--- src/rtl/seq_detect_pkg.sv ---
// seq_detect_pkg: shared types and default widths for the serial pattern
// detector controller.
//   state_e  - controller FSM states (IDLE, LOAD, SHIFT, DONE)
//   DATA_W   - default input word width (bits serialised MSB first)
//   PAT_W    - default pattern length in bits (>= 2)
//   CNT_W    - default width of the match counter and match_limit
package seq_detect_pkg;

    typedef enum logic [1:0] {
        ST_IDLE  = 2'd0,
        ST_LOAD  = 2'd1,
        ST_SHIFT = 2'd2,
        ST_DONE  = 2'd3
    } state_e;

    localparam int DATA_W = 8;
    localparam int PAT_W  = 4;
    localparam int CNT_W  = 8;

endpackage : seq_detect_pkg

--- src/rtl/seq_detect_ctrl_matcher.sv ---
// pattern_matcher: Mealy serial pattern detector with history that persists
// across input words.
//   clk, reset_n - clock, asynchronous active-low reset
//   clr          - synchronous clear of history and fill (new run)
//   en           - one serial bit is consumed this cycle
//   serial_bit   - the bit being consumed
//   pattern      - pattern to detect (newest bit in the LSB)
//   overlap      - 1: overlapping matches, 0: restart after each match
//   hit          - combinational: consuming serial_bit completes the pattern
module pattern_matcher
    import seq_detect_pkg::*;
#(
    parameter int PAT_W = seq_detect_pkg::PAT_W
) (
    input  logic             clk,
    input  logic             reset_n,
    input  logic             clr,
    input  logic             en,
    input  logic             serial_bit,
    input  logic [PAT_W-1:0] pattern,
    input  logic             overlap,
    output logic             hit
);

    localparam int FILL_W = $clog2(PAT_W + 1);
    localparam logic [FILL_W-1:0] FILL_MAX = FILL_W'(PAT_W);
    localparam logic [FILL_W-1:0] FILL_ARM = FILL_W'(PAT_W - 1);

    // Only the newest PAT_W-1 bits need storing; the current bit completes
    // the candidate window.
    logic [PAT_W-2:0]  hist_r;
    logic [FILL_W-1:0] fill_r;
    logic [PAT_W-1:0]  cand_s;
    logic              hit_s;

    // Candidate window and match decision for the bit presented this cycle.
    always_comb begin
        cand_s = {hist_r, serial_bit};
        hit_s  = en && (fill_r >= FILL_ARM) && (cand_s == pattern);
    end

    assign hit = hit_s;

    // History and fill level; fill counts valid history bits, reset to zero
    // after a non-overlapping match so the next match needs fresh bits.
    always_ff @(posedge clk or negedge reset_n) begin
        if (!reset_n) begin
            hist_r <= {(PAT_W-1){1'b0}};
            fill_r <= {FILL_W{1'b0}};
        end else if (clr) begin
            hist_r <= {(PAT_W-1){1'b0}};
            fill_r <= {FILL_W{1'b0}};
        end else if (en) begin
            hist_r <= cand_s[PAT_W-2:0];
            if (hit_s && !overlap) begin
                fill_r <= {FILL_W{1'b0}};
            end else if (fill_r < FILL_MAX) begin
                fill_r <= fill_r + {{(FILL_W-1){1'b0}}, 1'b1};
            end else begin
                fill_r <= fill_r;
            end
        end else begin
            hist_r <= hist_r;
            fill_r <= fill_r;
        end
    end

endmodule : pattern_matcher

--- src/rtl/seq_detect_ctrl.sv ---
// seq_detect_ctrl: serialises a byte handshake stream MSB first into a
// programmable pattern matcher, counts matches and ends the run after
// match_limit matches.
//   start/abort           - run control (start sampled in IDLE only)
//   pattern/overlap/
//   match_limit           - run configuration, captured on start
//   in_valid/in_data/
//   in_ready              - word handshake (in_ready decoded from state)
//   match                 - one-cycle pulse per detected pattern
//   match_count           - matches in current or last run (saturating)
//   busy                  - high in LOAD and SHIFT
//   done                  - one-cycle pulse when match_limit is reached
module seq_detect_ctrl
    import seq_detect_pkg::*;
#(
    parameter int DATA_W = seq_detect_pkg::DATA_W,
    parameter int PAT_W  = seq_detect_pkg::PAT_W,
    parameter int CNT_W  = seq_detect_pkg::CNT_W
) (
    input  logic              clk,
    input  logic              reset_n,
    input  logic              start,
    input  logic              abort,
    input  logic [PAT_W-1:0]  pattern,
    input  logic              overlap,
    input  logic [CNT_W-1:0]  match_limit,
    input  logic              in_valid,
    input  logic [DATA_W-1:0] in_data,
    output logic              in_ready,
    output logic              match,
    output logic [CNT_W-1:0]  match_count,
    output logic              busy,
    output logic              done
);

    localparam int IDX_W = (DATA_W > 1) ? $clog2(DATA_W) : 1;

    state_e            state_r;
    logic [DATA_W-1:0] shreg_r;
    logic [IDX_W-1:0]  bit_idx_r;
    logic [PAT_W-1:0]  pattern_r;
    logic              overlap_r;
    logic [CNT_W-1:0]  limit_r;
    logic [CNT_W-1:0]  count_r;
    logic              match_r;
    logic              busy_r;
    logic              done_r;

    logic              clr_s;
    logic              en_s;
    logic              hit_s;
    logic              serial_bit_s;
    logic [CNT_W:0]    count_inc_s;
    logic [CNT_W-1:0]  count_next_s;
    logic              limit_reached_s;

    // Abort suppresses both the handshake and bit consumption in the same cycle.
    always_comb begin
        serial_bit_s = shreg_r[bit_idx_r];
        if ((state_r == ST_IDLE) && start && !abort) begin
            clr_s = 1'b1;
        end else begin
            clr_s = 1'b0;
        end
        if ((state_r == ST_SHIFT) && !abort) begin
            en_s = 1'b1;
        end else begin
            en_s = 1'b0;
        end
        if ((state_r == ST_LOAD) && !abort) begin
            in_ready = 1'b1;
        end else begin
            in_ready = 1'b0;
        end
    end

    // Saturating counter update and limit test; the limit is compared one
    // bit wider so count+1 never wraps onto a small limit.
    always_comb begin
        count_inc_s = {1'b0, count_r} + {{CNT_W{1'b0}}, 1'b1};
        if (hit_s && (count_r != {CNT_W{1'b1}})) begin
            count_next_s = count_inc_s[CNT_W-1:0];
        end else begin
            count_next_s = count_r;
        end
        if (hit_s && (count_inc_s == {1'b0, limit_r})) begin
            limit_reached_s = 1'b1;
        end else begin
            limit_reached_s = 1'b0;
        end
    end

    pattern_matcher #(
        .PAT_W (PAT_W)
    ) u_matcher (
        .clk        (clk),
        .reset_n    (reset_n),
        .clr        (clr_s),
        .en         (en_s),
        .serial_bit (serial_bit_s),
        .pattern    (pattern_r),
        .overlap    (overlap_r),
        .hit        (hit_s)
    );

    // Controller FSM with serialiser, counter and registered status outputs.
    always_ff @(posedge clk or negedge reset_n) begin
        if (!reset_n) begin
            state_r   <= ST_IDLE;
            shreg_r   <= {DATA_W{1'b0}};
            bit_idx_r <= {IDX_W{1'b0}};
            pattern_r <= {PAT_W{1'b0}};
            overlap_r <= 1'b0;
            limit_r   <= {CNT_W{1'b0}};
            count_r   <= {CNT_W{1'b0}};
            match_r   <= 1'b0;
            busy_r    <= 1'b0;
            done_r    <= 1'b0;
        end else begin
            match_r <= 1'b0;
            done_r  <= 1'b0;
            case (state_r)
                ST_IDLE: begin
                    if (start && !abort) begin
                        pattern_r <= pattern;
                        overlap_r <= overlap;
                        limit_r   <= match_limit;
                        count_r   <= {CNT_W{1'b0}};
                        if (match_limit == {CNT_W{1'b0}}) begin
                            state_r <= ST_DONE;
                            done_r  <= 1'b1;
                            busy_r  <= 1'b0;
                        end else begin
                            state_r <= ST_LOAD;
                            busy_r  <= 1'b1;
                        end
                    end else begin
                        state_r <= ST_IDLE;
                        busy_r  <= 1'b0;
                    end
                end
                ST_LOAD: begin
                    if (abort) begin
                        state_r <= ST_IDLE;
                        busy_r  <= 1'b0;
                    end else if (in_valid) begin
                        shreg_r   <= in_data;
                        bit_idx_r <= IDX_W'(DATA_W - 1);
                        state_r   <= ST_SHIFT;
                    end else begin
                        state_r <= ST_LOAD;
                    end
                end
                ST_SHIFT: begin
                    if (abort) begin
                        state_r <= ST_IDLE;
                        busy_r  <= 1'b0;
                    end else begin
                        match_r <= hit_s;
                        count_r <= count_next_s;
                        if (limit_reached_s) begin
                            state_r <= ST_DONE;
                            done_r  <= 1'b1;
                            busy_r  <= 1'b0;
                        end else if (bit_idx_r == {IDX_W{1'b0}}) begin
                            state_r <= ST_LOAD;
                        end else begin
                            bit_idx_r <= bit_idx_r - {{(IDX_W-1){1'b0}}, 1'b1};
                        end
                    end
                end
                ST_DONE: begin
                    state_r <= ST_IDLE;
                    busy_r  <= 1'b0;
                end
                default: begin
                    state_r <= ST_IDLE;
                    busy_r  <= 1'b0;
                end
            endcase
        end
    end

    assign match       = match_r;
    assign match_count = count_r;
    assign busy        = busy_r;
    assign done        = done_r;

endmodule : seq_detect_ctrl

--- config.mk ---
export PLATFORM = sky130hd
export DESIGN_NAME = seq_detect_ctrl
export DESIGN_NICKNAME = d
export VERILOG_FILES = /design/src/rtl/seq_detect_pkg.sv /design/src/rtl/seq_detect_ctrl_matcher.sv /design/src/rtl/seq_detect_ctrl.sv
export SDC_FILE = /design/constraint.sdc
export NUM_CORES = 1
export LEC_CHECK = 0
export BUFFER_PORTS_ARGS = -buffer_cell sky130_fd_sc_hd__buf_2
export CORE_ASPECT_RATIO = 0.6
export CORE_MARGIN = 2
export CORE_UTILIZATION = 50
export DETAILED_ROUTE_END_ITERATION = 8
export PLACE_DENSITY = 0.73
export SYNTH_ARGS = -nofsm -noshare
export SYNTH_HDL_FRONTEND = slang
export SYNTH_SLANG_ARGS = --single-unit
export TNS_END_PERCENT = 1
--- constraint.sdc ---
create_clock -name clk -period 2.4 [get_ports clk]
set_input_delay 0.24 -clock clk [delete_from_list [all_inputs] [get_ports clk]]
set_output_delay 0.24 -clock clk [all_outputs]
set_load 0.05 [all_outputs]
# == Yosys cells after proc, flatten, opt, wreduce, memory -nomap -nowiden ==
# Index checks and enable logic that the tools add are counted.
# totals
reg_bits,43
input_bits,26
out_inout_bits,12
wordCells,103
# op_classes
n_addsub,3
bitwise,1
n_mux,43
n_eq_ne,16
n_reduce_logical,25
magnitude_cmp,3
# op_table
operator,n
3-bit 2-to-1 mux,11
8-bit 2-to-1 mux,3
1-bit 2-to-1 mux,16
8-bit one-hot mux with 2 select lines,1
2-bit 2-to-1 mux,7
"2-bit inequality test, second input constant",6
1-bit logical AND,10
"8-bit by 1-bit adder with 9-bit output, second input constant",1
9-bit by 8-bit equality test with 1-bit output,1
8-bit zero test,1
"8-bit inequality test, second input constant",1
2-bit one-hot mux with 4 select lines,1
3-bit one-hot mux with 2 select lines,1
2-bit AND reduction,3
6-bit AND reduction,1
2-bit nonzero test,3
"2-bit equality test, second input constant",2
4-bit equality test,1
"3-bit by 4-bit < comparator with 1-bit output, second input constant",1
"2-bit by 1-bit inequality test with 1-bit output, second input constant",2
"4-bit by 3-bit inequality test with 1-bit output, second input constant",1
1-bit one-hot mux with 4 select lines,1
4-bit AND reduction,1
"3-bit by 1-bit adder with 3-bit output, second input constant",1
13 further kinds,14

# == Logic depth before layout (Yosys ltp) ==
# depth
word_depth,10
depth_mapped,9
mapped_depth_nobuf,8

# == Cells and area by module ==
# Synthesis repeated with hierarchy kept, for this count alone.
# unflattened
hier_cells,208
area_unflattened_um2,2282.2
# by_module_without_submodules
module,area_per_inst_um2,n_inst,cells_each,seq_area_each_um2
seq_detect_ctrl,1914.3,1,175,925.9
pattern_matcher,367.9,1,33,150.1

# == Least setup slack after synthesis ==
# OpenSTA, ideal clock, no wires.
# synth_timing
path_type,register to register
from,register count_r[0] (netlist: match_count[0])
to,register busy_r (netlist: busy)
setup_time_ns,0.120
required_time_ns,2.280
stages_incl_launch_ff,9
t_arrival_ns,2.528
slack_ns,-0.247
period_less_slack_ns,2.647
path_buffers,1
path_cell_list,dfrtp_1 ha_1 and3_1 a31o_2 a2111oi_0 nand4_2 or2_0 buf_2 a31o_1
# synth_between
elab_chain_len,6
# synth_lines
item,line_no,source
start: declaration,seq_detect_ctrl.sv:44,logic [CNT_W-1:0] count_r;
start signal: assignment,seq_detect_ctrl.sv:115,count_r <= {CNT_W{1'b0}};
start signal: assignment,seq_detect_ctrl.sv:128,count_r <= {CNT_W{1'b0}};
start signal: assignment,seq_detect_ctrl.sv:160,count_r <= count_next_s;
8-bit by 1-bit adder with 9-bit output,seq_detect_ctrl.sv:80,"count_inc_s = {1'b0, count_r} + {{CNT_W{1'b0}}, 1'b1};"
9-bit by 8-bit equality test with 1-bit output,seq_detect_ctrl.sv:86,"if (hit_s && (count_inc_s == {1'b0, limit_r})) begin"
1-bit logical AND,seq_detect_ctrl.sv:86,
1-bit 2-to-1 mux,seq_detect_ctrl.sv:86,
3-bit inequality test (no source line),--,
2-bit AND reduction (no source line),--,
end signal: assignment,seq_detect_ctrl.sv:117,busy_r <= 1'b0;
end signal: assignment,seq_detect_ctrl.sv:132,busy_r <= 1'b0;
end signal: assignment,seq_detect_ctrl.sv:135,busy_r <= 1'b1;
end: declaration,seq_detect_ctrl.sv:46,logic busy_r;
# No other way between the ends.
# A chain may end at the register's enable or synchronous reset.

# == Worst setup path in the final report ==
# Same ends and word-level chain as after synthesis.

==> results.toml <==
[grt]
first_global_vias = 1763
grt_max_degree = 29
antenna_violations_before_repair = 0
grt_first_pass_wirelength_um = 8770
grtUsageTotal = 0.221
global_route.overflow_total = 0

[finish]
fin_nets = 310
layout.cells.most_common = "nand2_1"
syn2layout_area_growth_pct = 20.2
number_of_fillers_in_the_final_layout = 369
multiInputGateArea_um2 = 1150
final_core_util = 0.648
layout.cell_area.non_filler_um2 = 2740
layout_common_cells = "nand2_1, dfrtp_1, buf_2"
share_of_cells_above_drive_strength_1 = 0.290
ff_latch_area_um2 = 1080
insertedDiodeCount = 0

[floorplanning]
io-pin-count = 38
die_width_um = 91.2
die_y_um = 56.3
floorplan.initialDensity = 0.539
core.rowCount = 18
fp.dieArea_um2 = 5140
placeableCoreArea_um2 = 4230

[worst_setup_path]
timing.critical_path.from_type = "register"
path_cells = "ha_2 -> and3_1 -> a31o_2 -> a2111oi_2 -> nand4_2 -> or2_1 -> a31o_1"
timing.critical_path.arrival_ns = 2.44
worst_ep_required_time_ns = 2.60
critical_path.slowest_cell = "dfrtp_2"
critPathKind = "reg -> reg"
crit_path_end_kind = "register"
slowest_delay_ns = 0.45
timing.rr.start = "match_count[0]$_DFFE_PN0P_"
worst_setup_path_startpoint = "match_count[0]$_DFFE_PN0P_"
worstPathMaxFanout = 6

[worst_hold_path]
hold_start = "pattern[2]"
min_path_type = "in -> reg"

[timing]
fin_worst_hold_slack_ns = 0.128
slew_headroom = 0.590
period_share = 0.934
totalNegativeSetupSlack_ns = 0
grt_setup_unrepaired = "false"
finalHoldViolations = 0
fmax_mhz = 446
slew_limit_fails = 0
final.min_clock_period_ns = 2.24
timing.final.setup_violations = 0
finClkSkew_ns = 0.00987
slew_at_the_pin_with_the_worst_max_slew_slack_ns = 0.616

[synth]
synth_fa_ha_area_frac = 0.0274
ys_async_sr_fraction = 1.00
synth-seq-area-share = 0.472
yosysWarningCount = 0
synth-edff-count = 0
synth_area_leaders = "dfrtp_1, nand2_1, mux2_2"
netlist_instances = 230
yosys-mux-area-fraction = 0.0943
synth_area_per_cell_um2 = 9.92
post_synth_num_cell_types = 45
postSynth.topFlopCell = "dfrtp_1"
synth_largest_type_area_fraction = 0.472
synth.ff_latch_count = 43
synth_compound_gate_area_share = 0.106
synth_simple_gate_area_frac = 0.211
synthXorXnorAreaFrac = 0.0581
synth.cell_area_um2 = 2280
combinational_family_with_the_most_area_after_synthesis = "simple AND/OR/NAND/NOR gates"
synthesis.nets = 261
yosysTopAreaCell = "dfrtp_1"

[cts]
clock_sink_count = 43
cts_max_level = 2
clock_tree_from_tritoncts = "built"
clockBufferDepth = 2
worst_skew_pair_later_pin_latency_ns = 0.30
clk_root_buffer_cell = "clkbuf_8"
numCtsBuffers = 5
post_cts_buffers = 0
path_clk_slew_ns = 0.09

[routing]
avgViaCountPerCell = 5.47
post_route_drc = 0
drtAntennaViolNets = 0
wl_per_cell_um = 15.1
drt_iter0_markers = 116
detailroute.via_count = 1855
drt_pre_antenna_iters = 4
finalWirelength_um = 5130

[power_and_ir_drop]
p_total_w = 0.00259
power_density_nw_per_um2 = 944
static-leakage-power_nw = 1.32
max-vdd-ir-drop_mv = 0.485

[job]
max_cap_viol_count = 0

[status]
result_of_the_run = "complete, no violations"

[place]
place_area_um2 = 2630
port_buffers = 37
place.detailed.hpwl_um = 3950
gpl.final_weighted_congestion = 0.865
cell type report:
| type | instances | share of cell area |
|---|---|---|
| flip-flops and latches | 43 | 0.395 |
| inverters | 8 | 0.0109 |
| repair buffers | 52 | 0.109 |
| clock buffers | 5 | 0.0251 |
| clock inverters | 2 | 0.0137 |
| well taps | 60 | 0.0274 |
| multi-input cells | 169 | 0.419 |
layer usage:
metal  routed length [um]  track usage
met2                 2050        0.299
met4                   42       0.0519
met3                  463       0.0671
met5                    0            0
met1                 2570        0.343
flip-flops by register name (all words and copies together) (netlist names), 2 cells and up:
| name | cells |
|---|---|
| limit_r | 8 |
| match_count | 8 |
| shreg_r | 8 |
| pattern_r | 4 |
| bit_idx_r | 3 |
| u_matcher.fill_r | 3 |
| u_matcher.hist_r | 3 |
| state_r | 2 |
logic make-up after synthesis:
family,count (synthesis)
multiplexers,16
flip-flops,43
AND/OR/NAND/NOR,99
buffers and inverters,18
AO/OA/AOI/OAI,36
adder cells (fa/ha/maj),5
XOR/XNOR,13
power breakdown:
part | switching, W | total (W) | internal, W | leakage (nW)
logic | 0.000466 | 0.000922 | 0.000455 | 0.734
clock network | 0.000259 | 0.000564 | 0.000304 | 0.0502
registers | 0.000181 | 0.00110 | 0.000922 | 0.541
what timing repair did:
action	4_1_cts	5_1_grt
setup endpoints to repair	0	4
endpoints found under the hold margin	27	0
hold buffers	1	0
gates resized for setup	0	3
path summary, 6_finish.rpt:
| kind | endpoint | slack, ns | depth (start not counted) |
|---|---|---|---|
| max | busy$_DFFE_PN0P_ | 0.16 | 7 |
| min | pattern_r[2]$_DFFE_PN0P_ | 0.13 | 3 |
| max reg2reg | busy$_DFFE_PN0P_ | 0.16 | 7 |
| min reg2reg | overlap_r$_DFFE_PN0P_ | 0.49 | 2 |
| max in group asynchronous | u_matcher.hist_r[2]$_DFFE_PN0P_ | 1.27 | 3 |
| min in group asynchronous | shreg_r[4]$_DFFE_PN0P_ | 0.48 | 2 |
cell usage after synthesis, drive strengths merged (6+ instances only):
library cell / number
a21oi: 10
clkbuf: 7
dfrtp: 43
inv: 8
mux2: 8
mux2i: 6
nand2: 49
nand3: 10
nor2: 12
o21ai: 6
xnor2: 8
through the flow:
| stage | worst slack [ns] | cells |
|---|---|---|
| after global placement | 0.135 | 331 |
| after detailed placement | 0.113 | 331 |
| after CTS | 0.0999 | 339 |
| after global routing | 0.0119 | 339 |
| after floorplan | 0.0273 | 230 |
| final | 0.158 | 339 |
critical path: cells and delay by family (launching register included):
family	cells	cell delay [ns]
AND/OR/NAND/NOR	3	0.65
flip-flops	1	0.45
AO/OA/AOI/OAI	3	0.83
adder cells (fa/ha/maj)	1	0.22
Note: power is estimated with default switching activity, not from simulation.
